==> src/rtl/ctrl_pkg.sv <==
// Shared types and constants for the register-file scoreboard / issue controller.
package ctrl_pkg;

  localparam int NREGS  = 16;
  localparam int REG_AW = 4;

  localparam int REG_SP = 13;
  localparam int REG_LR = 14;
  localparam int REG_PC = 15;

  typedef enum logic [1:0] {
    RUN   = 2'd0,
    STALL = 2'd1,
    DRAIN = 2'd2
  } state_e;

endpackage

==> src/rtl/ctrl_hazard_if.sv <==
// Decode/write-back facing signal bundle of the issue controller.
interface ctrl_hazard_if;
  import ctrl_pkg::*;

  logic              i_issue_valid;
  logic              i_issue_rd_en;
  logic [REG_AW-1:0] i_issue_rd;
  logic              i_issue_rs1_en;
  logic [REG_AW-1:0] i_issue_rs1;
  logic              i_issue_rs2_en;
  logic [REG_AW-1:0] i_issue_rs2;
  logic              i_wb_en;
  logic [REG_AW-1:0] i_wb_addr;
  logic              i_drain_req;
  logic              i_flush;

  logic              o_issue_ready;
  logic              o_stall;
  logic [NREGS-1:0]  o_busy;
  logic              o_drain_done;
  logic              o_err;
  logic [15:0]       o_stall_cycles;

  modport master (
    output i_issue_valid, i_issue_rd_en, i_issue_rd, i_issue_rs1_en, i_issue_rs1,
           i_issue_rs2_en, i_issue_rs2, i_wb_en, i_wb_addr, i_drain_req, i_flush,
    input  o_issue_ready, o_stall, o_busy, o_drain_done, o_err, o_stall_cycles
  );

  modport slave (
    input  i_issue_valid, i_issue_rd_en, i_issue_rd, i_issue_rs1_en, i_issue_rs1,
           i_issue_rs2_en, i_issue_rs2, i_wb_en, i_wb_addr, i_drain_req, i_flush,
    output o_issue_ready, o_stall, o_busy, o_drain_done, o_err, o_stall_cycles
  );

endinterface

==> src/rtl/ctrl_sb_cnt.sv <==
// One register's pending-write counter: saturating up/down with clear and status flags.
module ctrl_sb_cnt #(
  parameter int CNT_W = 2
) (
  input  logic clk,
  input  logic rst,
  input  logic inc_i,
  input  logic dec_i,
  input  logic clr_i,
  output logic zero_o,
  output logic max_o,
  output logic one_o,
  output logic nxt_zero_o
);

  logic [CNT_W-1:0] cnt_q, cnt_d;

  assign zero_o = (cnt_q == '0);
  assign max_o  = (cnt_q == '1);
  assign one_o  = (cnt_q == CNT_W'(1));

  // Simultaneous inc and dec cancel; dec at zero and inc at max are ignored.
  always_comb begin
    cnt_d = cnt_q;
    if (clr_i) begin
      cnt_d = '0;
    end else if (inc_i && !dec_i && !max_o) begin
      cnt_d = cnt_q + CNT_W'(1);
    end else if (dec_i && !inc_i && !zero_o) begin
      cnt_d = cnt_q - CNT_W'(1);
    end
  end

  assign nxt_zero_o = (cnt_d == '0);

  always_ff @(posedge clk or negedge rst) begin
    if (!rst) begin
      cnt_q <= '0;
    end else begin
      cnt_q <= cnt_d;
    end
  end

endmodule

==> src/rtl/ctrl_hazard.sv <==
// Register scoreboard and issue controller: RAW/overflow hazards, drain sequence, error and stall stats.
// Optional same-cycle write-back bypass of source operands when CTRL_HAZARD_WB_BYPASS_EN is defined.
module ctrl_hazard
  import ctrl_pkg::*;
#(
  parameter int CNT_W = 2
) (
  input  logic          clk,
  input  logic          rst,
  ctrl_hazard_if.slave  hz
);

`ifdef CTRL_HAZARD_WB_BYPASS_EN
  localparam bit WB_BYPASS = 1'b1;
`else
  localparam bit WB_BYPASS = 1'b0;
`endif

  logic [NREGS-1:0] zero_v, max_v, one_v, nxt_zero_v;
  logic [NREGS-1:0] inc_v, dec_v;

  state_e      state_q, state_d;
  logic [NREGS-1:0] busy_q, busy_d;
  logic        done_q, done_d;
  logic        err_q, err_d;
  logic [15:0] stall_cnt_q, stall_cnt_d;

  logic wb_act;
  logic pend_rs1, pend_rs2;
  logic hazard, ready, stall, accept, all_zero_nxt;

  for (genvar n = 0; n < NREGS; n++) begin : g_cnt
    ctrl_sb_cnt #(.CNT_W(CNT_W)) u_cnt (
      .clk        (clk),
      .rst        (rst),
      .inc_i      (inc_v[n]),
      .dec_i      (dec_v[n]),
      .clr_i      (hz.i_flush),
      .zero_o     (zero_v[n]),
      .max_o      (max_v[n]),
      .one_o      (one_v[n]),
      .nxt_zero_o (nxt_zero_v[n])
    );
  end

  // A source whose last outstanding write retires this very cycle is free only with bypass.
  assign pend_rs1 = !zero_v[hz.i_issue_rs1] &&
                    !(WB_BYPASS && one_v[hz.i_issue_rs1] && hz.i_wb_en &&
                      (hz.i_wb_addr == hz.i_issue_rs1));
  assign pend_rs2 = !zero_v[hz.i_issue_rs2] &&
                    !(WB_BYPASS && one_v[hz.i_issue_rs2] && hz.i_wb_en &&
                      (hz.i_wb_addr == hz.i_issue_rs2));

  assign hazard = hz.i_issue_valid &&
                  ((hz.i_issue_rs1_en && pend_rs1) ||
                   (hz.i_issue_rs2_en && pend_rs2) ||
                   (hz.i_issue_rd_en  && max_v[hz.i_issue_rd]));

  assign accept       = hz.i_issue_valid && ready && !hz.i_flush;
  assign wb_act       = hz.i_wb_en && !hz.i_flush;
  assign stall        = hz.i_issue_valid && !ready;
  assign all_zero_nxt = &nxt_zero_v;

  always_comb begin
    inc_v = '0;
    dec_v = '0;
    for (int n = 0; n < NREGS; n++) begin
      inc_v[n] = accept && hz.i_issue_rd_en && (hz.i_issue_rd == REG_AW'(n));
      dec_v[n] = wb_act && (hz.i_wb_addr == REG_AW'(n));
    end
  end

  always_comb begin
    state_d = state_q;
    ready   = 1'b0;
    done_d  = 1'b0;
    unique case (state_q)
      RUN, STALL: begin
        ready = !hazard;
        if (hz.i_drain_req) begin
          // Nothing left in flight after this cycle: complete without parking in DRAIN.
          if (all_zero_nxt) begin
            done_d  = 1'b1;
            state_d = RUN;
          end else begin
            state_d = DRAIN;
          end
        end else if (hazard) begin
          state_d = STALL;
        end else begin
          state_d = RUN;
        end
      end
      DRAIN: begin
        ready = 1'b0;
        if (all_zero_nxt) begin
          done_d  = 1'b1;
          state_d = RUN;
        end
      end
      default: begin
        state_d = RUN;
      end
    endcase
    if (hz.i_flush) begin
      state_d = RUN;
      done_d  = 1'b0;
    end
  end

  assign busy_d      = ~nxt_zero_v;
  assign err_d       = err_q || (wb_act && zero_v[hz.i_wb_addr]);
  assign stall_cnt_d = (stall && (stall_cnt_q != 16'hFFFF)) ? stall_cnt_q + 16'd1 : stall_cnt_q;

  always_ff @(posedge clk or negedge rst) begin
    if (!rst) begin
      state_q     <= RUN;
      busy_q      <= '0;
      done_q      <= 1'b0;
      err_q       <= 1'b0;
      stall_cnt_q <= '0;
    end else begin
      state_q     <= state_d;
      busy_q      <= busy_d;
      done_q      <= done_d;
      err_q       <= err_d;
      stall_cnt_q <= stall_cnt_d;
    end
  end

  assign hz.o_issue_ready  = ready;
  assign hz.o_stall        = stall;
  assign hz.o_busy         = busy_q;
  assign hz.o_drain_done   = done_q;
  assign hz.o_err          = err_q;
  assign hz.o_stall_cycles = stall_cnt_q;

endmodule

==> src/flat_wrapper.sv <==
// flat-port wrapper written by rule: the top's interface ports become plain ports
module ctrl_hazard_flat import ctrl_pkg::*;
#(
  parameter int CNT_W = 2
)
  (clk, rst, hz_i_issue_valid, hz_i_issue_rd_en, hz_i_issue_rd, hz_i_issue_rs1_en, hz_i_issue_rs1, hz_i_issue_rs2_en, hz_i_issue_rs2, hz_i_wb_en, hz_i_wb_addr, hz_i_drain_req, hz_i_flush, hz_o_issue_ready, hz_o_stall, hz_o_busy, hz_o_drain_done, hz_o_err, hz_o_stall_cycles);
  ctrl_hazard_if hz_i ();
  input  logic clk;
  input  logic rst;
  input wire logic [$bits(hz_i.i_issue_valid)-1:0] hz_i_issue_valid;
  input wire logic [$bits(hz_i.i_issue_rd_en)-1:0] hz_i_issue_rd_en;
  input wire logic [$bits(hz_i.i_issue_rd)-1:0] hz_i_issue_rd;
  input wire logic [$bits(hz_i.i_issue_rs1_en)-1:0] hz_i_issue_rs1_en;
  input wire logic [$bits(hz_i.i_issue_rs1)-1:0] hz_i_issue_rs1;
  input wire logic [$bits(hz_i.i_issue_rs2_en)-1:0] hz_i_issue_rs2_en;
  input wire logic [$bits(hz_i.i_issue_rs2)-1:0] hz_i_issue_rs2;
  input wire logic [$bits(hz_i.i_wb_en)-1:0] hz_i_wb_en;
  input wire logic [$bits(hz_i.i_wb_addr)-1:0] hz_i_wb_addr;
  input wire logic [$bits(hz_i.i_drain_req)-1:0] hz_i_drain_req;
  input wire logic [$bits(hz_i.i_flush)-1:0] hz_i_flush;
  output wire logic [$bits(hz_i.o_issue_ready)-1:0] hz_o_issue_ready;
  output wire logic [$bits(hz_i.o_stall)-1:0] hz_o_stall;
  output wire logic [$bits(hz_i.o_busy)-1:0] hz_o_busy;
  output wire logic [$bits(hz_i.o_drain_done)-1:0] hz_o_drain_done;
  output wire logic [$bits(hz_i.o_err)-1:0] hz_o_err;
  output wire logic [$bits(hz_i.o_stall_cycles)-1:0] hz_o_stall_cycles;
  assign hz_i.i_issue_valid = hz_i_issue_valid;
  assign hz_i.i_issue_rd_en = hz_i_issue_rd_en;
  assign hz_i.i_issue_rd = hz_i_issue_rd;
  assign hz_i.i_issue_rs1_en = hz_i_issue_rs1_en;
  assign hz_i.i_issue_rs1 = hz_i_issue_rs1;
  assign hz_i.i_issue_rs2_en = hz_i_issue_rs2_en;
  assign hz_i.i_issue_rs2 = hz_i_issue_rs2;
  assign hz_i.i_wb_en = hz_i_wb_en;
  assign hz_i.i_wb_addr = hz_i_wb_addr;
  assign hz_i.i_drain_req = hz_i_drain_req;
  assign hz_i.i_flush = hz_i_flush;
  assign hz_o_issue_ready = hz_i.o_issue_ready;
  assign hz_o_stall = hz_i.o_stall;
  assign hz_o_busy = hz_i.o_busy;
  assign hz_o_drain_done = hz_i.o_drain_done;
  assign hz_o_err = hz_i.o_err;
  assign hz_o_stall_cycles = hz_i.o_stall_cycles;
  ctrl_hazard #(.CNT_W(CNT_W)) u_core (.clk(clk), .rst(rst), .hz(hz_i));
endmodule
==> config.mk <==
export PLATFORM = sky130hd
export DESIGN_NAME = ctrl_hazard_flat
export DESIGN_NICKNAME = d
export VERILOG_FILES = /design/src/rtl/ctrl_pkg.sv /design/src/rtl/ctrl_hazard_if.sv /design/src/rtl/ctrl_sb_cnt.sv /design/src/rtl/ctrl_hazard.sv /design/src/flat_wrapper.sv
export SDC_FILE = /design/constraint.sdc
export NUM_CORES = 1
export LEC_CHECK = 0
export ABC_AREA = 1
export CORE_AREA = 2 2 138 140
export DETAILED_ROUTE_END_ITERATION = 7
export DIE_AREA = 0 0 140 142
export SLEW_MARGIN = 30
export SYNTH_ARGS = -nofsm -noshare
export SYNTH_HDL_FRONTEND = slang
export SYNTH_SLANG_ARGS = --single-unit
==> constraint.sdc <==
create_clock -name clk -period 4.6 [get_ports clk]
set_clock_uncertainty 0.15 [all_clocks]
set_input_delay 0.69 -clock clk [delete_from_list [all_inputs] [get_ports clk]]
set_output_delay 0.69 -clock clk [all_outputs]
set_load 0.02 [all_outputs]
Word level (Yosys, flattened, before mapping):

Index checks and enable logic that the tools add are counted.
W data, S select, Z words.

* magnitude comparators: 4
* shifts and indexed selects: 0
* equality and inequality tests: 50
* muxes and demuxes: 67
* bitwise logic cells: 1
* $add $sub $neg: 33
* divide/modulo/power cells: 0
* reduce and logical (&&, ||, !) cells: 216
* multipliers: 0

Operator list (count)
* $logic_and A1 B1 Y1: 107
* $mux W2: 52
* $logic_not A1 Y1: 69
* $logic_not A2 Y1: 33
* $eq A4 B4 Y1 const B: 16
* $eq A2 B2 Y1 const B: 17
* $add A2 B1 Y2 const B: 16
* $eq A4 B3 Y1 const B: 8
* $sub A2 B1 Y2 const B: 16
* $lt A4 B5 Y1 const B: 4
* $add A16 B1 Y16 const B: 1
* $bmux W1 S4: 4
* $eq A4 B2 Y1 const B: 4
* $ne A16 B16 Y1 const B: 1
* $not A16 Y16: 1
* $reduce_and A16 Y1: 1
* $mux W1: 9
* $eq A4 B1 Y1 const B: 2
* $logic_not A4 Y1: 2
* $pmux W2 S2: 1
* $logic_or A1 B1 Y1: 3
* $ne A3 B2 Y1 const B: 1
* $eq A2 B1 Y1 const B: 1
* $pmux W1 S2: 1
* $reduce_or A2 Y1: 1

* memory bits (read-only): 0
* bits in writable memories: 0
* register bits: 68
* bits in latches: 0
* memories kept: 0

Longest topological paths before layout:

* depth after elaboration: 26
* mapped depth: 24
* mapped depth without buffers: 23

By module:

A second synthesis with hierarchy kept.

* cells, all modules: 858
* area, all modules: 5731.7 um2

Modules (own cells, without submodules)
* ctrl_sb_cnt: area each 195.2 um2, times used 16, cells an instance 28
* ctrl_hazard: area each 2608.8 um2, times used 1, cells an instance 410

Worst setup path before layout:

Ideal clock, no wire load.

* kind: input-to-reg
* start point: input hz_i_issue_rd[0]
* end point: register u_core.done_q (netlist: u_core.hz.o_drain_done)
* data arrival time: 2.562 ns
* setup time: 0.071 ns
* setup slack: 1.816 ns
* cell stages on the path: 21
* required time: 4.379 ns
* path through: buf_6 nor2_1 nand2_1 o21ai_2 nor2_1 nor2_1 nor2_1 nand2_1 nand3_2 a21oi_4 buf_12 nand4_2 nand2_1 nand2_1 nand3_2 nand2_2 nor2_1 nand2_1 nor2_2 nand2_1 nor2_1

* longest elaborated chain between the ends: 23

Ends and longest elaborated chain
* from (decl): line flat_wrapper.sv:12 `input wire logic [$bits(hz_i.i_issue_rd)-1:0] hz_i_issue_rd;`
* $bmux W1 S4 *: line ctrl_hazard.sv:57 `(hz.i_issue_rd_en && max_v[hz.i_issue_rd]));`
* $mux W1 (implied by the code) *: line ctrl_hazard.sv:57
* $logic_and A1 B1 Y1 *: line ctrl_hazard.sv:57
* $logic_or A1 B1 Y1 *: line ctrl_hazard.sv:56 `(hz.i_issue_rs2_en && pend_rs2) ||`
* $logic_and A1 B1 Y1 *: line ctrl_hazard.sv:54 `assign hazard = hz.i_issue_valid &&`
* $logic_not A1 Y1 *: line ctrl_hazard.sv:79 `ready = !hazard;`
* $mux W1 *: line ctrl_hazard.sv:77 `unique case (state_q)`
* via hz_o_issue_ready: line flat_wrapper.sv:21 `output wire logic [$bits(hz_i.o_issue_ready)-1:0] hz_o_issue_ready;`
* (+9 left out)
* $mux W2: line ctrl_sb_cnt.sv:25 `if (clr_i) begin`
* $logic_not A2 Y1: line ctrl_sb_cnt.sv:34 `assign nxt_zero_o = (cnt_d == '0);`
* $reduce_and A16 Y1 *: line ctrl_hazard.sv:62 `assign all_zero_nxt = &nxt_zero_v;`
* $mux W1 *: line ctrl_hazard.sv:82, ctrl_hazard.sv:96
* $mux W1: line ctrl_hazard.sv:80 `if (hz.i_drain_req) begin`
* $pmux W1 S2 *: line ctrl_hazard.sv:77
* $mux W1 *: line ctrl_hazard.sv:105 `if (hz.i_flush) begin`
* via u_core.done_d: line ctrl_hazard.sv:24 `logic done_q, done_d;`
* to (signal assigned): line ctrl_hazard.sv:125 `done_q <= done_d;`
* to (decl): line ctrl_hazard.sv:24

Mark *: on every way through the listed nets, which the timed path passes. The rest lies on a longest branch. The select of a mux whose other input is x is not followed.
A chain may end at the register's enable or synchronous reset.

Final worst setup path:

* start point: input hz_i_issue_rd[0]
* end point: output hz_o_issue_ready

* longest elaborated chain between the ends: 7

Ends and longest elaborated chain (line)
* $bmux W1 S4: ctrl_hazard.sv:57
* $mux W1 (implied by the code): ctrl_hazard.sv:57
* $logic_and A1 B1 Y1: ctrl_hazard.sv:57
* $logic_or A1 B1 Y1: ctrl_hazard.sv:56
* $logic_and A1 B1 Y1: ctrl_hazard.sv:54
* $logic_not A1 Y1: ctrl_hazard.sv:79
* $mux W1: ctrl_hazard.sv:77
* to (decl): flat_wrapper.sv:21

Every way passes these cells. The select of a mux whose other input is x is not followed.

==> run_summary.xml <==
<?xml version="1.0" encoding="UTF-8"?>
<metrics>
  <group name="worst_setup_path">
    <metric name="worst-path-max-fanout" unit="">10</metric>
    <metric name="worst_path_top_cell_family_by_delay" unit="">buffers and inverters</metric>
    <metric name="worst-endpoint-required" unit="ns">3.76</metric>
    <metric name="crit_slowest_cell" unit="">clkdlybuf4s50_1</metric>
    <metric name="setup.worst_path.end_class" unit="">output port</metric>
    <metric name="cp_num_cells" unit="">12</metric>
    <metric name="worstSetupStartpoint" unit="">hz_i_issue_rd[0]</metric>
    <metric name="reg2reg_depth" unit="">20</metric>
    <metric name="rr_endpoint" unit="">u_core.hz.o_drain_done$_DFF_PN0_</metric>
    <metric name="critPathBufInv" unit="">3</metric>
    <metric name="r2r-start" unit="">u_core.g_cnt[6].u_cnt.cnt_q[0]$_DFF_PN0_</metric>
    <metric name="rrSetupSlack" unit="ns">1.22</metric>
    <metric name="critPathCapture" unit="">hz_o_issue_ready</metric>
    <metric name="critPathKind" unit="">in2out</metric>
    <metric name="critical-path-max-stage-delay" unit="ns">0.78</metric>
    <metric name="arrival" unit="ns">3.16</metric>
    <metric name="critical_path.cell_chain" unit="">clkdlybuf4s50_1 -&gt; nand2_2 -&gt; inv_2 -&gt; nand2_1 -&gt; nand2_1 -&gt; nor2_1 -&gt; nor2_1 -&gt; nor2_1 -&gt; nand2_1 -&gt; nand3_2 -&gt; a21oi_4 -&gt; clkdlybuf4s50_1</metric>
    <metric name="timing.critical_path.from_type" unit="">primary input</metric>
  </group>
  <group name="routing">
    <metric name="number_of_design_rule_violations_left_after_detail_routing" unit="">4</metric>
    <metric name="detail_route.wirelength" unit="um">15000</metric>
    <metric name="routed_via_density" unit="">4.64</metric>
    <metric name="wl_per_cell" unit="um">14.1</metric>
    <metric name="router_iterations_before_antenna_repair" unit="">8</metric>
    <metric name="routed-via-count" unit="">4919</metric>
    <metric name="initialDrtViolationCount" unit="">324</metric>
    <metric name="postRouteAntennaNets" unit="">0</metric>
  </group>
  <group name="clock_tree">
    <metric name="worst_setup_hold_path_clk_slew" unit="ns">0.06</metric>
    <metric name="cts_inserted_buffers" unit="">9</metric>
    <metric name="cts_root_buf" unit="">clkbuf_16</metric>
    <metric name="post_cts_buffers" unit="">0</metric>
    <metric name="clock_latency" unit="ns">0.36</metric>
    <metric name="clock_path_buffers" unit="">2</metric>
    <metric name="cts.hold.buffers_added" unit="">0</metric>
    <metric name="cts_max_level" unit="">3</metric>
    <metric name="cts_tree" unit="">done</metric>
    <metric name="cts_resized" unit="">0</metric>
    <metric name="clkSinkCount" unit="">68</metric>
  </group>
  <group name="placed_design">
    <metric name="dp_hpwl" unit="um">11600</metric>
    <metric name="final_weighted_congestion_of_routability_driven_global_placement" unit="">0.965</metric>
    <metric name="post_dp_cell_area" unit="mm2">0.00621</metric>
    <metric name="dpl_worst_slack" unit="ns">0.396</metric>
    <metric name="buffer_ports.inserted" unit="">60</metric>
  </group>
  <group name="yosys">
    <metric name="post-synth-top-area-cell" unit="">dfrtp_1</metric>
    <metric name="number_of_flip_flops_and_latches_in_the_synthesized_netlist" unit="">68</metric>
    <metric name="synth_adder_area_share" unit="">0.0764</metric>
    <metric name="synth_top_family_by_area" unit="">simple AND/OR/NAND/NOR gates</metric>
    <metric name="post_synth_main_area_contributors" unit="">dfrtp_1 (31%), nand2_1 (13%), inv_1 (10%), nand3_1 (7.9%), ha_1 (7.6%)</metric>
    <metric name="yosys-mux-area-fraction" unit="">0.00208</metric>
    <metric name="syn_area" unit="mm2">0.00540</metric>
    <metric name="compound_gate_fraction_of_synth_area" unit="">0.0301</metric>
    <metric name="synth_top_area_share" unit="">0.315</metric>
    <metric name="synth.yosys.warnings" unit="">0</metric>
    <metric name="synthXorXnorAreaFrac" unit="">0.0227</metric>
    <metric name="syn-mean-instance-area" unit="um2">7.16</metric>
    <metric name="synth_simple_gate_area_share" unit="">0.419</metric>
    <metric name="yosys.cell_types.count" unit="">36</metric>
    <metric name="instance_count_of_the_mapped_netlist" unit="">755</metric>
    <metric name="postSynthNetCount" unit="">813</metric>
    <metric name="yosysSeqAreaShare" unit="">0.315</metric>
  </group>
  <group name="power_and_ir_drop">
    <metric name="total_leakage_power" unit="nW">3.59</metric>
    <metric name="power.density_cell_area" unit="mW/mm2">281</metric>
    <metric name="vdd.ir_drop.worst" unit="mV">0.268</metric>
  </group>
  <group name="global_route">
    <metric name="grt_max_degree" unit="">69</metric>
    <metric name="global_route_wire_length_before_repair" unit="um">24100</metric>
    <metric name="grt_overflow" unit="">0</metric>
    <metric name="total_routing_usage_reported_by_global_routing" unit="">0.155</metric>
    <metric name="grt_pass1_vias" unit="">4674</metric>
    <metric name="grt_antenna_before_repair" unit="">0</metric>
  </group>
  <group name="sta">
    <metric name="setup_repair_after_global_routing_missed_its_margin" unit="">no</metric>
    <metric name="max_slew_margin" unit="">0.582</metric>
    <metric name="final_critical_path_setup_slack" unit="ns">0.598</metric>
    <metric name="final_period_minus_worst_setup_slack" unit="ns">4.00</metric>
    <metric name="setup_violations" unit="">0</metric>
    <metric name="finalHoldViolCount" unit="">0</metric>
    <metric name="fmax" unit="GHz">0.250</metric>
    <metric name="final-max-slew-violation-count" unit="">0</metric>
    <metric name="setup_total_negative_slack" unit="ns">0</metric>
    <metric name="worst_slew_pin_slew" unit="ns">0.628</metric>
    <metric name="final_min_period_over_clock_period" unit="">0.870</metric>
  </group>
  <group name="run_status">
    <metric name="failed_checks" unit="">design-rule violations</metric>
    <metric name="outcome" unit="">finished, violations left</metric>
  </group>
  <group name="floorplanning">
    <metric name="core_area" unit="mm2">0.0185</metric>
    <metric name="io_pins" unit="">61</metric>
    <metric name="num_rows" unit="">50</metric>
    <metric name="die_y" unit="um">142</metric>
    <metric name="floorplan.die_area" unit="mm2">0.0199</metric>
    <metric name="chipWidth" unit="um">140</metric>
    <metric name="start_util" unit="">0.293</metric>
  </group>
  <group name="job">
    <metric name="timing.max_cap.violations" unit="">0</metric>
  </group>
  <group name="final_layout">
    <metric name="fin_nets" unit="">879</metric>
    <metric name="flow.area_growth_from_synthesis" unit="%">21.9</metric>
    <metric name="post_route_cells_drive_above_1_share" unit="">0.0969</metric>
    <metric name="nFillCells" unit="">1943</metric>
    <metric name="multi_input_comb_area" unit="mm2">0.00298</metric>
    <metric name="postLayoutCellArea" unit="mm2">0.00659</metric>
    <metric name="antenna-diode-count" unit="">0</metric>
    <metric name="ff_latch_area" unit="mm2">0.00170</metric>
  </group>
  <group name="worst_hold_path">
    <metric name="worst_min_delay_path_category" unit="">in2async</metric>
  </group>
</metrics>
## where the power goes
group / switching [mW] / leakage [nW] / internal, mW
sequential: 0.0311 / 0.923 / 0.626
clock: 0.284 / 0.181 / 0.589
combinational: 0.195 / 2.48 / 0.128
## routing by layer
metal  up-vias  global-route usage  wire length [um]
li1       2494                   -                 -
met1      2257               0.216              7240
met2       149               0.237              6410
met3        19              0.0340              1050
met4         0              0.0595               290
met5         -                   0                 0
## logic make-up (layout without fill, tap and decap cells)
group | after synthesis | in the layout
mux | 1 | 1
flops | 68 | 68
simple gates | 448 | 448
buf+inv | 167 | 238
fa+ha+maj | 33 | 33
compound gates | 24 | 24
xor+xnor | 14 | 14
## Yosys cell counts (all sizes together)
library cell	count
nand4	31
o211ai	1
o221ai	3
nor2	97
a31oi	1
inv	153
xor2	7
a22oi	3
mux2	1
nor3	8
o21ai	3
and3	1
ha	33
buf	8
nand3b	15
dfrtp	68
a21oi	12
xnor2	7
clkbuf	6
nand2	200
a41o	1
nand3	94
nor4	2
## sequential cells by signal, indices dropped and copies added (netlist names)
register / count
u_core.hz.o_drain_done: 1
u_core.g_cnt.u_cnt.cnt_q: 32
u_core.state_q: 2
u_core.hz.o_busy: 16
u_core.hz.o_err: 1
u_core.hz.o_stall_cycles: 16
## through the flow
step           cells  power [mW]  hold WS [ns]  utilization
6_report        1060        1.85         0.182        0.357
5_1_grt         1060        1.93         0.240        0.357
4_1_cts         1060        1.87         0.344        0.357
3_5_place_dp    1044       0.987         0.347        0.337
3_3_place_gp    1044       0.989         0.331        0.337
2_1_floorplan    755       0.860         0.244            -
## worst min-delay path by stage
stage | start | to | slack [ns] | depth (start not counted)
6_report | rst | u_core.hz.o_stall_cycles[8]$_DFFE_PN0P_ | 0.18 | 1
5_1_grt | rst | u_core.hz.o_stall_cycles[15]$_DFFE_PN0P_ | 0.24 | 1
4_1_cts | rst | u_core.hz.o_stall_cycles[15]$_DFFE_PN0P_ | 0.34 | 1
3_5_place_dp | u_core.hz.o_stall_cycles[14]$_DFFE_PN0P_ | u_core.hz.o_stall_cycles[14]$_DFFE_PN0P_ | 0.35 | 1
3_3_place_gp | u_core.hz.o_stall_cycles[14]$_DFFE_PN0P_ | u_core.hz.o_stall_cycles[14]$_DFFE_PN0P_ | 0.33 | 1
2_1_floorplan | rst | u_core.g_cnt[0].u_cnt.cnt_q[0]$_DFF_PN0_ | 0.24 | 0
## layout by cell type, fill, tap and decap left out, types with 2 or more instances in the layout
cell	synthesis	final
nand3_2	9	9
nor3_1	8	7
nand4_1	15	15
bufinv_16	0	4
xor2_1	7	7
nand2_1	185	185
nor2_4	2	2
nor4_1	2	2
dfrtp_1	68	68
a21oi_1	11	11
nand4_2	4	4
nand3b_1	15	15
xnor2_1	7	7
inv_6	0	2
nor2_1	90	90
inv_2	3	3
nor2_2	5	5
clkbuf_16	0	9
nand2_2	15	15
ha_1	33	33
o221ai_1	3	3
a22oi_1	3	3
clkdlybuf4s50_1	0	59
buf_4	3	9
o21ai_0	2	2
nand4_4	12	12
inv_1	150	150
nand3_1	85	85
## area by class of cell
| cell class | count | share of cell area |
|---|---|---|
| inverters | 153 | 0.0871 |
| clock buffers | 9 | 0.0342 |
| clock inverters | 7 | 0.0222 |
| multi-input cells | 520 | 0.452 |
| flip-flops and latches | 68 | 0.258 |
| well taps | 234 | 0.0444 |
| repair buffers | 69 | 0.102 |
Note: power is estimated with default switching activity, not from simulation.
